**src/rtl/lvt_write_arbiter_if.sv**
```systemverilog
// Requester-side handshake bundle for the LVT write arbiter.
// Master drives requests; slave (the arbiter) returns per-requester grants.
interface lvt_write_arbiter_if #(
    parameter int NUM_REQ = 4,
    parameter int ADDR_W  = 5,
    parameter int DATA_W  = 32
);
    logic [NUM_REQ-1:0]        req_valid;
    logic [NUM_REQ*ADDR_W-1:0] req_addr;
    logic [NUM_REQ*DATA_W-1:0] req_data;
    logic [NUM_REQ-1:0]        req_ready;

    modport master (
        output req_valid,
        output req_addr,
        output req_data,
        input  req_ready
    );

    modport slave (
        input  req_valid,
        input  req_addr,
        input  req_data,
        output req_ready
    );
endinterface

```
**src/rtl/lvt_write_arbiter.sv**
```systemverilog
// Round-robin arbiter folding NUM_REQ write requesters onto the two write
// ports of an LVT register file. Optional macro LVT_ARB_STATS_EN enables
// the saturating same-address conflict counter.
module lvt_write_arbiter #(
    parameter int NUM_REQ = 4,
    parameter int ADDR_W  = 5,
    parameter int DATA_W  = 32
) (
    input  logic              clock,
    input  logic              reset_n,
    input  logic              hold,
    lvt_write_arbiter_if.slave req,
    output logic              we0,
    output logic [ADDR_W-1:0] write_addr_0,
    output logic [DATA_W-1:0] write_data_0,
    output logic              we1,
    output logic [ADDR_W-1:0] write_addr_1,
    output logic [DATA_W-1:0] write_data_1,
    output logic [15:0]       conflict_count
);

    localparam int PW = $clog2(NUM_REQ);

    logic [PW-1:0]      rr_ptr_q;
    logic [PW-1:0]      rr_ptr_d;
    logic               found_a;
    logic               found_b;
    logic [PW-1:0]      a_idx;
    logic [PW-1:0]      b_idx;
    logic [PW-1:0]      last_idx;
    logic [ADDR_W-1:0]  a_addr;
    logic [ADDR_W-1:0]  b_addr;
    logic [DATA_W-1:0]  a_data;
    logic [DATA_W-1:0]  b_data;
    logic [ADDR_W-1:0]  cur_addr;
    logic [NUM_REQ-1:0] ready;
`ifdef LVT_ARB_STATS_EN
    logic [3:0]         conf_events;
`endif

    logic               we0_q;
    logic               we1_q;
    logic [ADDR_W-1:0]  addr0_q;
    logic [ADDR_W-1:0]  addr1_q;
    logic [DATA_W-1:0]  data0_q;
    logic [DATA_W-1:0]  data1_q;

    // Scan from rr_ptr with wrap: first valid is A, next differing address is B.
    always_comb begin
        int j;
        found_a  = 1'b0;
        found_b  = 1'b0;
        a_idx    = '0;
        b_idx    = '0;
        a_addr   = '0;
        b_addr   = '0;
        a_data   = '0;
        b_data   = '0;
        cur_addr = '0;
        ready    = '0;
`ifdef LVT_ARB_STATS_EN
        conf_events = '0;
`endif
        for (int k = 0; k < NUM_REQ; k++) begin
            j = int'(rr_ptr_q) + k;
            if (j >= NUM_REQ) begin
                j = j - NUM_REQ;
            end
            cur_addr = req.req_addr[j*ADDR_W +: ADDR_W];
            if (reset_n && !hold && req.req_valid[j]) begin
                if (!found_a) begin
                    found_a = 1'b1;
                    a_idx   = PW'(j);
                    a_addr  = cur_addr;
                    a_data  = req.req_data[j*DATA_W +: DATA_W];
                end else if (!found_b) begin
                    if (cur_addr != a_addr) begin
                        found_b = 1'b1;
                        b_idx   = PW'(j);
                        b_addr  = cur_addr;
                        b_data  = req.req_data[j*DATA_W +: DATA_W];
                    end
`ifdef LVT_ARB_STATS_EN
                    else begin
                        conf_events = conf_events + 4'd1;
                    end
`endif
                end
            end
        end
        if (found_a) begin
            ready[a_idx] = 1'b1;
        end
        if (found_b) begin
            ready[b_idx] = 1'b1;
        end
    end

    assign req.req_ready = ready;

    // Pointer advances past the last granted requester, else stays put.
    always_comb begin
        last_idx = found_b ? b_idx : a_idx;
        rr_ptr_d = rr_ptr_q;
        if (found_a) begin
            if (last_idx == PW'(NUM_REQ - 1)) begin
                rr_ptr_d = '0;
            end else begin
                rr_ptr_d = last_idx + PW'(1);
            end
        end
    end

    // Register grants onto the write ports; idle ports keep addr/data.
    always_ff @(posedge clock) begin
        if (!reset_n) begin
            rr_ptr_q <= '0;
            we0_q    <= 1'b0;
            we1_q    <= 1'b0;
            addr0_q  <= '0;
            addr1_q  <= '0;
            data0_q  <= '0;
            data1_q  <= '0;
        end else begin
            rr_ptr_q <= rr_ptr_d;
            we0_q    <= found_a;
            we1_q    <= found_b;
            if (found_a) begin
                addr0_q <= a_addr;
                data0_q <= a_data;
            end
            if (found_b) begin
                addr1_q <= b_addr;
                data1_q <= b_data;
            end
        end
    end

    assign we0          = we0_q;
    assign we1          = we1_q;
    assign write_addr_0 = addr0_q;
    assign write_addr_1 = addr1_q;
    assign write_data_0 = data0_q;
    assign write_data_1 = data1_q;

`ifdef LVT_ARB_STATS_EN
    logic [15:0] cnt_q;
    logic [16:0] cnt_sum;

    assign cnt_sum = {1'b0, cnt_q} + 17'(conf_events);

    // Saturating accumulation of same-address conflict events.
    always_ff @(posedge clock) begin
        if (!reset_n) begin
            cnt_q <= '0;
        end else begin
            cnt_q <= cnt_sum[16] ? 16'hFFFF : cnt_sum[15:0];
        end
    end

    assign conflict_count = cnt_q;
`else
    assign conflict_count = '0;
`endif

endmodule

```
**src/flat_wrapper.sv**
```systemverilog
// flat-port wrapper written by rule: the top's interface ports become plain ports
module lvt_write_arbiter_flat 
#(
    parameter int NUM_REQ = 4,
    parameter int ADDR_W  = 5,
    parameter int DATA_W  = 32
)
  (clock, reset_n, hold, we0, write_addr_0, write_data_0, we1, write_addr_1, write_data_1, conflict_count, req_req_valid, req_req_addr, req_req_data, req_req_ready);
  lvt_write_arbiter_if #(.NUM_REQ(NUM_REQ), .ADDR_W(ADDR_W), .DATA_W(DATA_W)) req_i ();
  input  logic clock;
  input  logic reset_n;
  input  logic hold;
  output logic we0;
  output logic [ADDR_W-1:0] write_addr_0;
  output logic [DATA_W-1:0] write_data_0;
  output logic we1;
  output logic [ADDR_W-1:0] write_addr_1;
  output logic [DATA_W-1:0] write_data_1;
  output logic [15:0] conflict_count;
  input wire logic [$bits(req_i.req_valid)-1:0] req_req_valid;
  input wire logic [$bits(req_i.req_addr)-1:0] req_req_addr;
  input wire logic [$bits(req_i.req_data)-1:0] req_req_data;
  output wire logic [$bits(req_i.req_ready)-1:0] req_req_ready;
  assign req_i.req_valid = req_req_valid;
  assign req_i.req_addr = req_req_addr;
  assign req_i.req_data = req_req_data;
  assign req_req_ready = req_i.req_ready;
  lvt_write_arbiter #(.NUM_REQ(NUM_REQ), .ADDR_W(ADDR_W), .DATA_W(DATA_W)) u_core (.clock(clock), .reset_n(reset_n), .hold(hold), .req(req_i), .we0(we0), .write_addr_0(write_addr_0), .write_data_0(write_data_0), .we1(we1), .write_addr_1(write_addr_1), .write_data_1(write_data_1), .conflict_count(conflict_count));
endmodule
```
**config.mk**
```make
export PLATFORM = sky130hd
export DESIGN_NAME = lvt_write_arbiter_flat
export DESIGN_NICKNAME = d
export VERILOG_FILES = /design/src/rtl/lvt_write_arbiter_if.sv /design/src/rtl/lvt_write_arbiter.sv /design/src/flat_wrapper.sv
export SDC_FILE = /design/constraint.sdc
export NUM_CORES = 1
export LEC_CHECK = 0
export CELL_PAD_IN_SITES_DETAIL_PLACEMENT = 1
export CELL_PAD_IN_SITES_GLOBAL_PLACEMENT = 1
export CORE_MARGIN = 2
export CORE_UTILIZATION = 41
export CTS_BUF_LIST = sky130_fd_sc_hd__clkbuf_4 sky130_fd_sc_hd__clkbuf_8 sky130_fd_sc_hd__clkbuf_16
export DETAILED_ROUTE_END_ITERATION = 8
export PLACE_DENSITY_LB_ADDON = 0.1
export SLEW_MARGIN = 20
export SYNTH_ARGS = -nofsm -noshare
export SYNTH_HDL_FRONTEND = slang
export SYNTH_SLANG_ARGS = --single-unit
```
**constraint.sdc**
```tcl
create_clock -name clock -period 20.5 [get_ports clock]
set_clock_uncertainty 0.1 [all_clocks]
set_input_delay 5.125 -clock clock [delete_from_list [all_inputs] [get_ports clock]]
set_output_delay 5.125 -clock clock [all_outputs]
set_load 0.1 [all_outputs]
```
==> reports/results.env <==
SYN_TO_FINAL_GROWTH_PCT=24.1
MAX-CLOCK-PATH-BUFFERS=2
ROWS=58
WORST_PIN_SLEW_NS=1.08
PEAKVDDDROP_V=0.000105
RR_ENDPOINT='u_core.write_data_1[22]'
STARTING_DENSITY=0.419
CTS_TREE='built'
FIN_TNS_SETUP_NS=0
POWER_mW=2.62
HOLD_VIOL=0
YOSYSWARNINGS=0
POWERDENSITY_nW_PER_UM2=199
REQUIRED_NS=15.27
REPORT.FINAL.SLEW_VIOL_COUNT=0
N_ANTENNA_CELL=0
PLACE_HPWL_MM=28.5
TIMING.CRITICAL_PATH.FROM='reset_n'
UNREPAIRED_SETUP_ENDPOINTS_AFTER_GLOBAL_ROUTING='no'
POST_SYNTH_INST_COUNT=1283
CRITICAL_PATH.CELL_CHAIN='buf_2 -> buf_4 -> nor2b_1 -> and3_2 -> a22oi_1 -> o2bb2ai_2 -> o211ai_1 -> nand4_1 -> or4_4 -> nand4_4 -> buf_4 -> a21boi_1 -> o22a_1 -> clkdlybuf4s50_1'
SYNTH.LIB_CELLS_USED.DISTINCT=82
SEQ_AREA_FRAC_SYNTH=0.148
DETAIL_ROUTE.WIRELENGTH_MM=41.2
CTS_REPAIR_RESIZE_COUNT=0
DIE_H_UM=165
STATUS='finished clean'
CP-END-KIND='output pin'
WORST-R2R-CELL-COUNT=17
CTS_POST_SETUP_BUFFERS_INSERTED=0
POWER.LEAKAGE_nW=4.85
IOPINCOUNT=251
PLACEMENT.CELL_AREA_UM2=12800
CTS.CLK_SLEW.WORST_PATHS_NS=0.07
GLOBAL_ROUTING_USAGE_SUMMED_ACROSS_ALL_ROUTING_LAYERS=0.298
CTS_ROOT_BUFFER='clkbuf_16'
FLOORPLAN.DIE_AREA_UM2=27100
FINISH.UTILIZATION=0.520
FINAL_DESIGN_AREA_NO_FILL_UM2=13100
REPORT.FINAL.SETUP_VIOL=0
NUM_VIAS=11237
GLOBALROUTE.TOTALOVERFLOW=0
FINAL_MIN_PERIOD_OVER_CLOCK_PERIOD=0.807
CATEGORY_OF_THE_WORST_SETUP_PATH_LAUNCH_POINT='primary input'
GRT_FIRST_PASS_WIRELENGTH_MM=63.3
ANTENNA_FOUND_INITIAL=0
CTS.HTREE.LEVELS=3
DRV_CAP=0
PATH_BUF_INV=4
DRT_FIRST_ITER_VIOLATIONS=652
CTS_BUFFERS=9
CLOCK_TREE_SINKS=78
CP_TOP_FAMILY='simple AND/OR/NAND/NOR gates'
PEAK_CLOCK_FREQUENCY_SUPPORTED_BY_TIMING_MHz=60.4
TIMING.CRITICAL_PATH.MODE_CELL='buf_4'
WORSTSKEWPAIRLATENCY_NS=0.35
HOLD_PATH_CLASS='reg2reg'
DIE_X_EXTENT_UM=165
AVGSYNTHCELLAREA_UM2=8.24
PATH_DEPTH=14
POSTROUTEANTENNANETS=0
CPMAXSTAGEDELAYCELL='clkdlybuf4s50_1'
WORST-SETUP-PATH-TYPE='in2out'
NUMBER_OF_FLIP_FLOPS_AND_LATCHES_IN_THE_SYNTHESIZED_NETLIST=78
CTS-HOLD-FIX-BUFFERS=0
TIMING.CRITICAL_PATH.SLOWEST_CELL_DELAY_NS=0.99
REG2REG_FROM='u_core.rr_ptr_q[0]'
SYNTHFLOPTYPE='dfxtp_1'
DETAIL_ROUTE.DRC_VIOLATIONS=0
DESIGN.CORE.AREA_UM2=25300
FINAL_NET_COUNT=1586
SYNTH_EDF_COUNT=0
CP.ARRIVAL_NS=11.32
FINAL.MIN_CLOCK_PERIOD_NS=16.54
CRITPATHCAPTURE='req_req_ready[2]'
WORSTPATHMAXFANOUT=78
LAYOUT-DRIVE-GT1-SHARE=0.145
GRT_MAX_DEGREE=79
RRSETUPSLACK_NS=12.22
ASYNC_FLOP_SHARE=0
SYN-CELL-AREA_UM2=10600
ROUTEDWLPERCELL_UM=23.5
FINAL_GP_CONGESTION=0.904
NORMALIZED_MAX_SLEW_MARGIN=0.280
VIA_COUNT_OF_THE_FIRST_GLOBAL_ROUTING_PASS=11339
DRT_PRE_ANTENNA_ITERS=5
WHS_NS=0.398
VIA_PER_INST=6.41
PORT-BUFFER-COUNT=234
==> worst min-delay path by stage <==
stage                                 from                      to  slack [ns]  cells past startpoint
CTS                 u_core.write_data_1[5]  u_core.write_data_1[5]        0.40                      2
global placement    u_core.write_data_1[6]  u_core.write_data_1[6]        0.37                      2
floorplan           u_core.write_addr_1[1]  u_core.write_addr_1[1]        0.80                      2
global route        u_core.write_data_1[4]  u_core.write_data_1[4]        0.41                      2
finish              u_core.write_data_1[5]  u_core.write_data_1[5]        0.40                      2
detailed placement  u_core.write_data_1[1]  u_core.write_data_1[1]        0.39                      2
==> cells in the final DEF, fill, tap and decap left out, drive strengths merged, types with 4 or more instances in the layout <==
master,count
buf,17
or2,22
dfxtp,78
nor2,104
mux4,58
ha,13
o21a,38
mux2i,136
nand2b,10
mux2,76
a211oi,56
o22ai,12
clkbuf,9
a31oi,27
xor2,9
inv,20
o211ai,22
nor3,13
nand2,117
a21oi,90
conb,16
clkinv,5
o22a,4
nor2b,38
xnor2,9
o21ai,43
nand3,29
o221ai,37
a22oi,10
nand4,7
clkdlybuf4s50,233
and2,5
==> kinds of logic after synthesis <==
family | after synthesis | share of synthesized area
simple gates | 363 | 0.165
xor+xnor | 18 | 0.0149
other cells | 1 | 0.000355
buf+inv | 161 | 0.0746
flops | 78 | 0.148
mux | 270 | 0.334
fa+ha+maj | 14 | 0.0173
compound gates | 378 | 0.247
==> metrics by stage <==
step / std cells / worst slack [ns]
global placement: 1736 / 4.25
detailed placement: 1736 / 4.07
finish: 1752 / 3.96
CTS: 1752 / 4.00
global route: 1752 / 3.73
floorplan: 1298 / 6.25
==> tightest hold or removal path, stage by stage (launching register included) <==
cell and delay, ns:
dfxtp_1 0.31, nand3_1 0.06, a31oi_1 0.08
==> sequential cells by signal (all words and copies together), names as in the netlist <==
name and cells:
u_core.rr_ptr_q 2, u_core.we0 1, u_core.we1 1, u_core.write_addr_0 5, u_core.write_addr_1 5, u_core.write_data_0 32
u_core.write_data_1 32
==> cell type report <==
type,count,area (um^2)
fill,3020,12100
multi-input combinational,1059,8330
timing repair buffer,250,2460
sequential,78,1570
tap,330,413
clock buffer,9,225
inverter,19,71.3
clock inverter,7,56.3
==> report_power, final <==
group	total, mW	switching [mW]	internal [mW]
registers	0.283	0.0671	0.216
clock network	0.161	0.0773	0.0840
logic	2.17	1.43	0.744
total	2.62	1.57	1.04
==> synthesized netlist by cell type, drive strengths merged (16+ instances only) <==
cell type	n	area, um^2
mux2i	136	1360
nand2	117	439
nor2	104	390
a21oi	90	454
dfxtp	78	1560
mux2	76	860
buf	73	458
clkbuf	69	259
mux4	58	1310
a211oi	56	425
o21ai	43	219
nor2b	38	238
o21a	38	285
o221ai	37	330
nand3	29	145
a31oi	27	181
o211ai	22	165
or2	22	138
inv	16	60.1
==> layer usage <==
layer | track usage | share of wire | vias to the layer above
met5 | 0 | 0 | -
met3 | 0.0507 | 0.069 | 65
met1 | 0.405 | 0.44 | 5586
met4 | 0.0897 | 0.024 | 0
li1 | - | - | 5122
met2 | 0.483 | 0.47 | 464
No activity file was read; power rests on OpenSTA's default activity.
